==> config.mk <==
export PLATFORM = sky130hd
export DESIGN_NAME = icache_fill_ctl
export DESIGN_NICKNAME = d
export VERILOG_FILES = /design/src/rtl/icache_fill_ctl.sv
export SDC_FILE = /design/constraint.sdc
export NUM_CORES = 1
export LEC_CHECK = 0
export CORE_MARGIN = 2
export CORE_UTILIZATION = 30
export DETAILED_ROUTE_END_ITERATION = 6
export DONT_BUFFER_PORTS = 1
export PLACE_DENSITY = 0.52
export SLEW_MARGIN = 20
export SYNTH_ARGS = -nofsm -noshare
export SYNTH_HDL_FRONTEND = slang
export SYNTH_SLANG_ARGS = --single-unit
==> constraint.sdc <==
create_clock -name clk -period 3.25 [get_ports clk]
set_clock_uncertainty 0.1 [all_clocks]
set_input_delay 0.4875 -clock clk [delete_from_list [all_inputs] [get_ports clk]]
set_output_delay 0.4875 -clock clk [all_outputs]
set_load 0.005 [all_outputs]
==> src/rtl/icache_fill_ctl.sv <==
// -----------------------------------------------------------------------------
// icache_fill_ctl
//
// Line-fill sequencer between the instruction cache and the nibble-serial
// external memory port. On a miss it requests the line, collects
// 2*LINE_LENGTH nibbles into a local buffer (absorbing gaps on the memory
// side), and then writes the whole line into the icache as one gap-free
// burst of strobes. The icache clears its write offset on any idle cycle,
// so the burst must not be interrupted.
//
// Optional feature macro: FILL_TIMEOUT_EN
//   defined   : a watchdog abandons the fill (fill_err pulse) after TIMEOUT
//               COLLECT cycles with no mem_valid since the grant or the
//               last nibble.
//   undefined : COLLECT waits indefinitely; TIMEOUT has no effect.
//
// Ports
//   clk           in   rising-edge clock
//   reset         in   asynchronous, active-low reset (0 = reset)
//   ic_pull       in   icache miss on current fetch address
//   ic_tag        in   line address of the miss
//   ic_fault      in   fetch address faults; do not fill
//   ic_wstrobe_d  out  nibble write strobe to icache
//   ic_dread      out  nibble data to icache
//   ic_hold       out  freeze fetch address while a fill is in progress
//   fill_err      out  one-cycle pulse, fill abandoned
//   mem_req       out  memory line-read request
//   mem_addr      out  line byte address {ic_tag, zero offset}
//   mem_gnt       in   one-cycle pulse, request accepted
//   mem_valid     in   mem_data carries the next nibble
//   mem_data      in   read nibble, nibble 0 of the line first
//   mem_err       in   memory error, abandon the line
// -----------------------------------------------------------------------------
module icache_fill_ctl #(
    parameter int LINE_LENGTH = 4,
    parameter int PA          = 22,
    parameter int TIMEOUT     = 64
) (
    input  logic                               clk,
    input  logic                               reset,
    input  logic                               ic_pull,
    input  logic [PA-$clog2(LINE_LENGTH)-1:0]  ic_tag,
    input  logic                               ic_fault,
    output logic                               ic_wstrobe_d,
    output logic [3:0]                         ic_dread,
    output logic                               ic_hold,
    output logic                               fill_err,
    output logic                               mem_req,
    output logic [PA-1:0]                      mem_addr,
    input  logic                               mem_gnt,
    input  logic                               mem_valid,
    input  logic [3:0]                         mem_data,
    input  logic                               mem_err
);

    localparam int NNIB = 2 * LINE_LENGTH;
    localparam int OFF  = $clog2(LINE_LENGTH);
    localparam int CW   = $clog2(NNIB);
    localparam logic [CW-1:0] CNT_LAST = CW'(NNIB - 1);

    typedef enum logic [2:0] {
        S_IDLE,
        S_REQ,
        S_COLLECT,
        S_BURST,
        S_DONE,
        S_ERR
    } state_t;

    state_t          state_reg, state_next;
    logic [CW-1:0]   cnt_reg, cnt_next;
    logic [PA-1:0]   addr_reg, addr_next;
    logic            capture;

    logic            mem_req_reg;
    logic            hold_reg;
    logic            err_reg;
    logic            wstrobe_reg;
    logic [3:0]      dread_reg;

    // Line buffer; written during COLLECT, read through dread_reg in BURST.
    logic [3:0]      line_buf [NNIB];

`ifdef FILL_TIMEOUT_EN
    localparam int WW = $clog2(TIMEOUT + 1);
    localparam logic [WW-1:0] WD_LAST = WW'(TIMEOUT - 1);
    logic [WW-1:0]   wd_reg, wd_next;
`endif

    // Next-state logic
    always_comb begin
        state_next = state_reg;
        cnt_next   = cnt_reg;
        addr_next  = addr_reg;
        capture    = 1'b0;
`ifdef FILL_TIMEOUT_EN
        wd_next    = wd_reg;
`endif
        case (state_reg)
            S_IDLE: begin
                // A faulting fetch address never reaches the memory port.
                if (ic_pull && !ic_fault) begin
                    addr_next  = {ic_tag, {OFF{1'b0}}};
                    state_next = S_REQ;
                end
            end
            S_REQ: begin
                if (mem_err) begin
                    state_next = S_ERR;
                end else if (mem_gnt) begin
                    state_next = S_COLLECT;
                    cnt_next   = '0;
`ifdef FILL_TIMEOUT_EN
                    wd_next    = '0;
`endif
                end
            end
            S_COLLECT: begin
                // mem_err wins over a nibble arriving in the same cycle.
                if (mem_err) begin
                    state_next = S_ERR;
                end else if (mem_valid) begin
                    capture = 1'b1;
`ifdef FILL_TIMEOUT_EN
                    wd_next = '0;
`endif
                    if (cnt_reg == CNT_LAST) begin
                        state_next = S_BURST;
                        cnt_next   = '0;
                    end else begin
                        cnt_next = cnt_reg + CW'(1);
                    end
                end
`ifdef FILL_TIMEOUT_EN
                else if (wd_reg == WD_LAST) begin
                    state_next = S_ERR;
                end else begin
                    wd_next = wd_reg + WW'(1);
                end
`endif
            end
            S_BURST: begin
                if (cnt_reg == CNT_LAST) begin
                    state_next = S_DONE;
                    cnt_next   = '0;
                end else begin
                    cnt_next = cnt_reg + CW'(1);
                end
            end
            S_DONE:  state_next = S_IDLE;  // guard cycle, ic_pull ignored
            S_ERR:   state_next = S_IDLE;
            default: state_next = S_IDLE;
        endcase
    end

    // State and registered outputs. Outputs are decoded from state_next so
    // they line up with the state they describe.
    always_ff @(posedge clk or negedge reset) begin
        if (!reset) begin
            state_reg   <= S_IDLE;
            cnt_reg     <= '0;
            addr_reg    <= '0;
            mem_req_reg <= 1'b0;
            hold_reg    <= 1'b0;
            err_reg     <= 1'b0;
            wstrobe_reg <= 1'b0;
            dread_reg   <= '0;
`ifdef FILL_TIMEOUT_EN
            wd_reg      <= '0;
`endif
        end else begin
            state_reg   <= state_next;
            cnt_reg     <= cnt_next;
            addr_reg    <= addr_next;
            mem_req_reg <= (state_next == S_REQ) || (state_next == S_COLLECT);
            hold_reg    <= (state_next != S_IDLE);
            err_reg     <= (state_next == S_ERR);
            wstrobe_reg <= (state_next == S_BURST);
            // Registered buffer read: nibble cnt_next is presented in the
            // same cycle its strobe is high.
            dread_reg   <= (state_next == S_BURST) ? line_buf[cnt_next] : 4'h0;
`ifdef FILL_TIMEOUT_EN
            wd_reg      <= wd_next;
`endif
        end
    end

    always_ff @(posedge clk) begin
        if (capture) begin
            line_buf[cnt_reg] <= mem_data;
        end
    end

    assign ic_wstrobe_d = wstrobe_reg;
    assign ic_dread     = dread_reg;
    assign ic_hold      = hold_reg;
    assign fill_err     = err_reg;
    assign mem_req      = mem_req_reg;
    assign mem_addr     = addr_reg;

endmodule

==> metrics list <==
- The flow ran to the end, and the final reports show no timing, DRC or antenna violations.
- Yosys mapped a number of flops with a built-in enable equal to 32.
* Number of antenna violations at the first check in global routing: 0
- In the routed design, unresolved DRC markers number 0.
- In the final timing run, aggregate negative setup slack is 0 ps.
* Arrival time of data at the critical path endpoint: 2620 ps
* Worst-path clk slew: 80 ps
- Estimated wirelength of the detail-placed design: 3500 um
- The clock net in this run drives a total of 66 sinks.
* Area taken by flip-flops and latches: 1810 um2
- Sequential elements use 66.3% of the synthesized area.
* CTS tree: built
- Number of buffers inserted during clock tree synthesis: 9
* Routability congestion estimate from global placement: 0.724
* Cell-by-cell listing of the critical path: ha_1 -> ha_1 -> or2_2 -> mux2i_4 -> buf_4 -> mux2_2 -> o22ai_1 -> a211oi_1
* Flip-flop and latch count after synthesis: 66
- Iteration-0 DRC Markers: 89
- Layout filler cell count: 833
- The tightest min-delay check is of the primary input to flop type.
- Once placement completed, the tool counted placed cells totaling 284.
- Tracing the worst setup path back leads to its startpoint at cnt_reg[1].
* Fmax achieved: 399 MHz
- Async set or reset register ratio after synthesis: 51.5%
- The startpoint identified for the worst register-to-register timing path is cnt_reg[1].
- Number of nets in the layout: 222
- Entering global routing, the biggest net connects 35 pins.
- Number of instances in the synthesized netlist: 180
- The netlist uses 40 different library cells.
- Cell row count: 34
- Height of the die: 99.5 um
- Number of slew-limit violations in the final report: 0
- After layout, the worst path uses 77.2% of the clock period.
- In the layout the commonest cells are sky130_fd_sc_hd__dfrtp_1, sky130_fd_sc_hd__edfxtp_1, sky130_fd_sc_hd__mux2_2.
- Total design power: 0.00259 W
- Top_reg_cell synth: sky130_fd_sc_hd__dfrtp_1
- Compared with the post-synthesis result, the final layout area differs by 13.0%.
- The critical path is of the flop to flop type.
- Setup repair after global routing left no endpoint under its margin.
- Average instance area after synthesis: 15.2 um2
* Max rail drop VDD: 231 uV
* Slew at the pin with the worst max-slew slack: 678 ps
- After synthesis, the cell types taking the most area are sky130_fd_sc_hd__edfxtp_1, sky130_fd_sc_hd__dfrtp_1, sky130_fd_sc_hd__mux2_2.
- Synth top area share: 35.1%
* Hold Fails Final Rpt: 0
- Crit path top cell by count: sky130_fd_sc_hd__ha_1
- Counting I/O delays and the setup requirement, the final critical path takes 2510 ps.
- Final setup violation count: 0
* Number of H-tree levels: 3
- Dividing the detail-routed wire length by the instance count gives 16.6 um.
- Resized cells post-CTS: 0
* Hold Path Origin: mem_data[2]
- Clock latency reported for the late side of the worst-skew pair: 340 ps
- Along the worst path, the maximum fanout reaches 17.
- Most common cell after layout, fill and taps aside: sky130_fd_sc_hd__dfrtp_1
- Master cell of the clock root buffer: sky130_fd_sc_hd__clkbuf_8
- Vias in the first global route: 1531
- Fraction of final layout cells with drive strength greater than 1: 25.8%
- After detailed routing, the number of vias per cell comes to 4.77.
- After floorplanning, the core was sized to cover 8760 um2.
- Standard cell with the maximum stage delay on the critical path: sky130_fd_sc_hd__dfrtp_1
- Yosys warning count: 0
* Post-Layout Cell Count: 302
* Category of the worst setup path launch point: flop
- The first global-routing pass estimated 8130 um of wire.
* Global-route usage over all layers: 11.1%
* P per Cell Area: 838 nW/um2
* Max FFs per register: 32
- The count of nets left with antenna violations once routing finished came out at 0.
- More flip-flops sit in one register than any other, and that register is line_buf.
- Leakage power: 1.17 nW
- Setup Buffers After CTS: 0
* Pre-antenna DRT Iters: 4
- The largest total area in the synthesized netlist belongs to sky130_fd_sc_hd__edfxtp_1.
- Area of combinational cells with multiple inputs: 863 um2
- Die outline area: 9890 um2
* I/O pin count: 61
- Endpoint class of the critical path: flop
- After global routing the overflow that remains totals 0.
* Post-Syn Area: 2730 um2
* Peak per-stage delay on the critical path: 470 ps
* Routed wire length: 5020 um
- Via count: 1440
- During placement, the flow inserted port buffers numbering 0.
- Chip width: 99.5 um
* Required arrival time at the worst endpoint: 3370 ps
- Number of antenna cells inserted: 0
- Worst slew margin: 54.5%
- Max Root-Sink Buffers: 2
* Max-Cap Viols: 0
* Effective utilization at floorplan: 31.2%
==> per-stage QoR <==
stage	hold WS (ps)	area (um2)	util, %	setup slack [ps]
2_1_floorplan	91.9	2740	-	890
3_3_place_gp	92.6	2840	32.4	785
3_5_place_dp	92.3	2840	32.4	732
4_1_cts	114	3090	35.2	714
5_1_grt	114	3090	35.2	586
6_report	133	3090	35.2	742
==> worst max-delay path: cells and delay by family, from the launching register on <==
family,cells,cell delay (ps)
mux,2,490
simple gates,1,330
fa+ha+maj,2,460
buf+inv,1,280
compound gates,2,240
flops,1,470
==> repair_timing <==
item	4_1_cts	5_1_grt
endpoints found under the setup margin	0	0
hold buffers	2	0
endpoints found under the hold margin	34	0
==> per-layer routing <==
metal / part of all wire [%] / wire length [um] / up-vias / GRT usage (%)
li1: - / - / 675 / -
met1: 41 / 2070 / 709 / 13.1
met2: 49 / 2470 / 44 / 17.5
met3: 6.9 / 344 / 12 / 3.79
met4: 2.7 / 138 / 0 / 6.95
met5: 0 / 0 / - / 0
==> cell type report <==
class                           instances  share of cell area, %
Timing Repair Buffer                    4                   1.46
Inverter                                4                  0.486
Sequential cell                        66                   58.7
Tap cell                              108                   4.38
Multi-Input combinational cell        104                   28.0
Clock buffer                            9                   4.01
Clock inverter                          7                   3.04
==> logic make-up (layout without fill, tap and decap cells) <==
group | Yosys count | count (layout) | synth area share (%)
other | 1 | 2 | 0.137
AND/OR/NAND/NOR | 42 | 42 | 8.33
XOR/XNOR | 1 | 1 | 0.320
AO/OA/AOI/OAI | 16 | 16 | 4.71
flip-flops | 66 | 66 | 66.3
adder cells (fa/ha/maj) | 2 | 2 | 0.915
buffers and inverters | 11 | 24 | 2.52
multiplexers | 41 | 41 | 16.8
==> cells in the mapped netlist (2+ instances only) <==
library cell               count
sky130_fd_sc_hd__ha_1          2
sky130_fd_sc_hd__edfxtp_1     32
sky130_fd_sc_hd__o22ai_1       4
sky130_fd_sc_hd__a21oi_1       3
sky130_fd_sc_hd__inv_1         4
sky130_fd_sc_hd__nand2b_1      5
sky130_fd_sc_hd__clkbuf_1      2
sky130_fd_sc_hd__nor3_1        4
sky130_fd_sc_hd__dfrtp_1      34
sky130_fd_sc_hd__a221o_1       3
sky130_fd_sc_hd__buf_4         2
sky130_fd_sc_hd__mux2_2       25
sky130_fd_sc_hd__mux2i_1      11
sky130_fd_sc_hd__mux2_1        4
sky130_fd_sc_hd__nand2_1       8
sky130_fd_sc_hd__nor2_1       12
sky130_fd_sc_hd__nor3b_1       2
==> final timing paths <==
check	endpoint	slack, ps	cells after the start
max in group asynchronous	mem_addr[14]	2370	2
worst min-delay path	line_buf[2][2]	130	0
min in group asynchronous	state_reg[1]	490	2
worst max-delay path	ic_dread[2]	740	8
worst max register to register	ic_dread[2]	740	8
worst min register to register	mem_addr[2]	430	1
==> report_power, final <==
group          switching [W]  internal [W]
Combinational       0.000273      0.000327
Clock               0.000321      0.000430
Sequential          0.000168       0.00107
No activity file was read; power rests on OpenSTA's default activity.
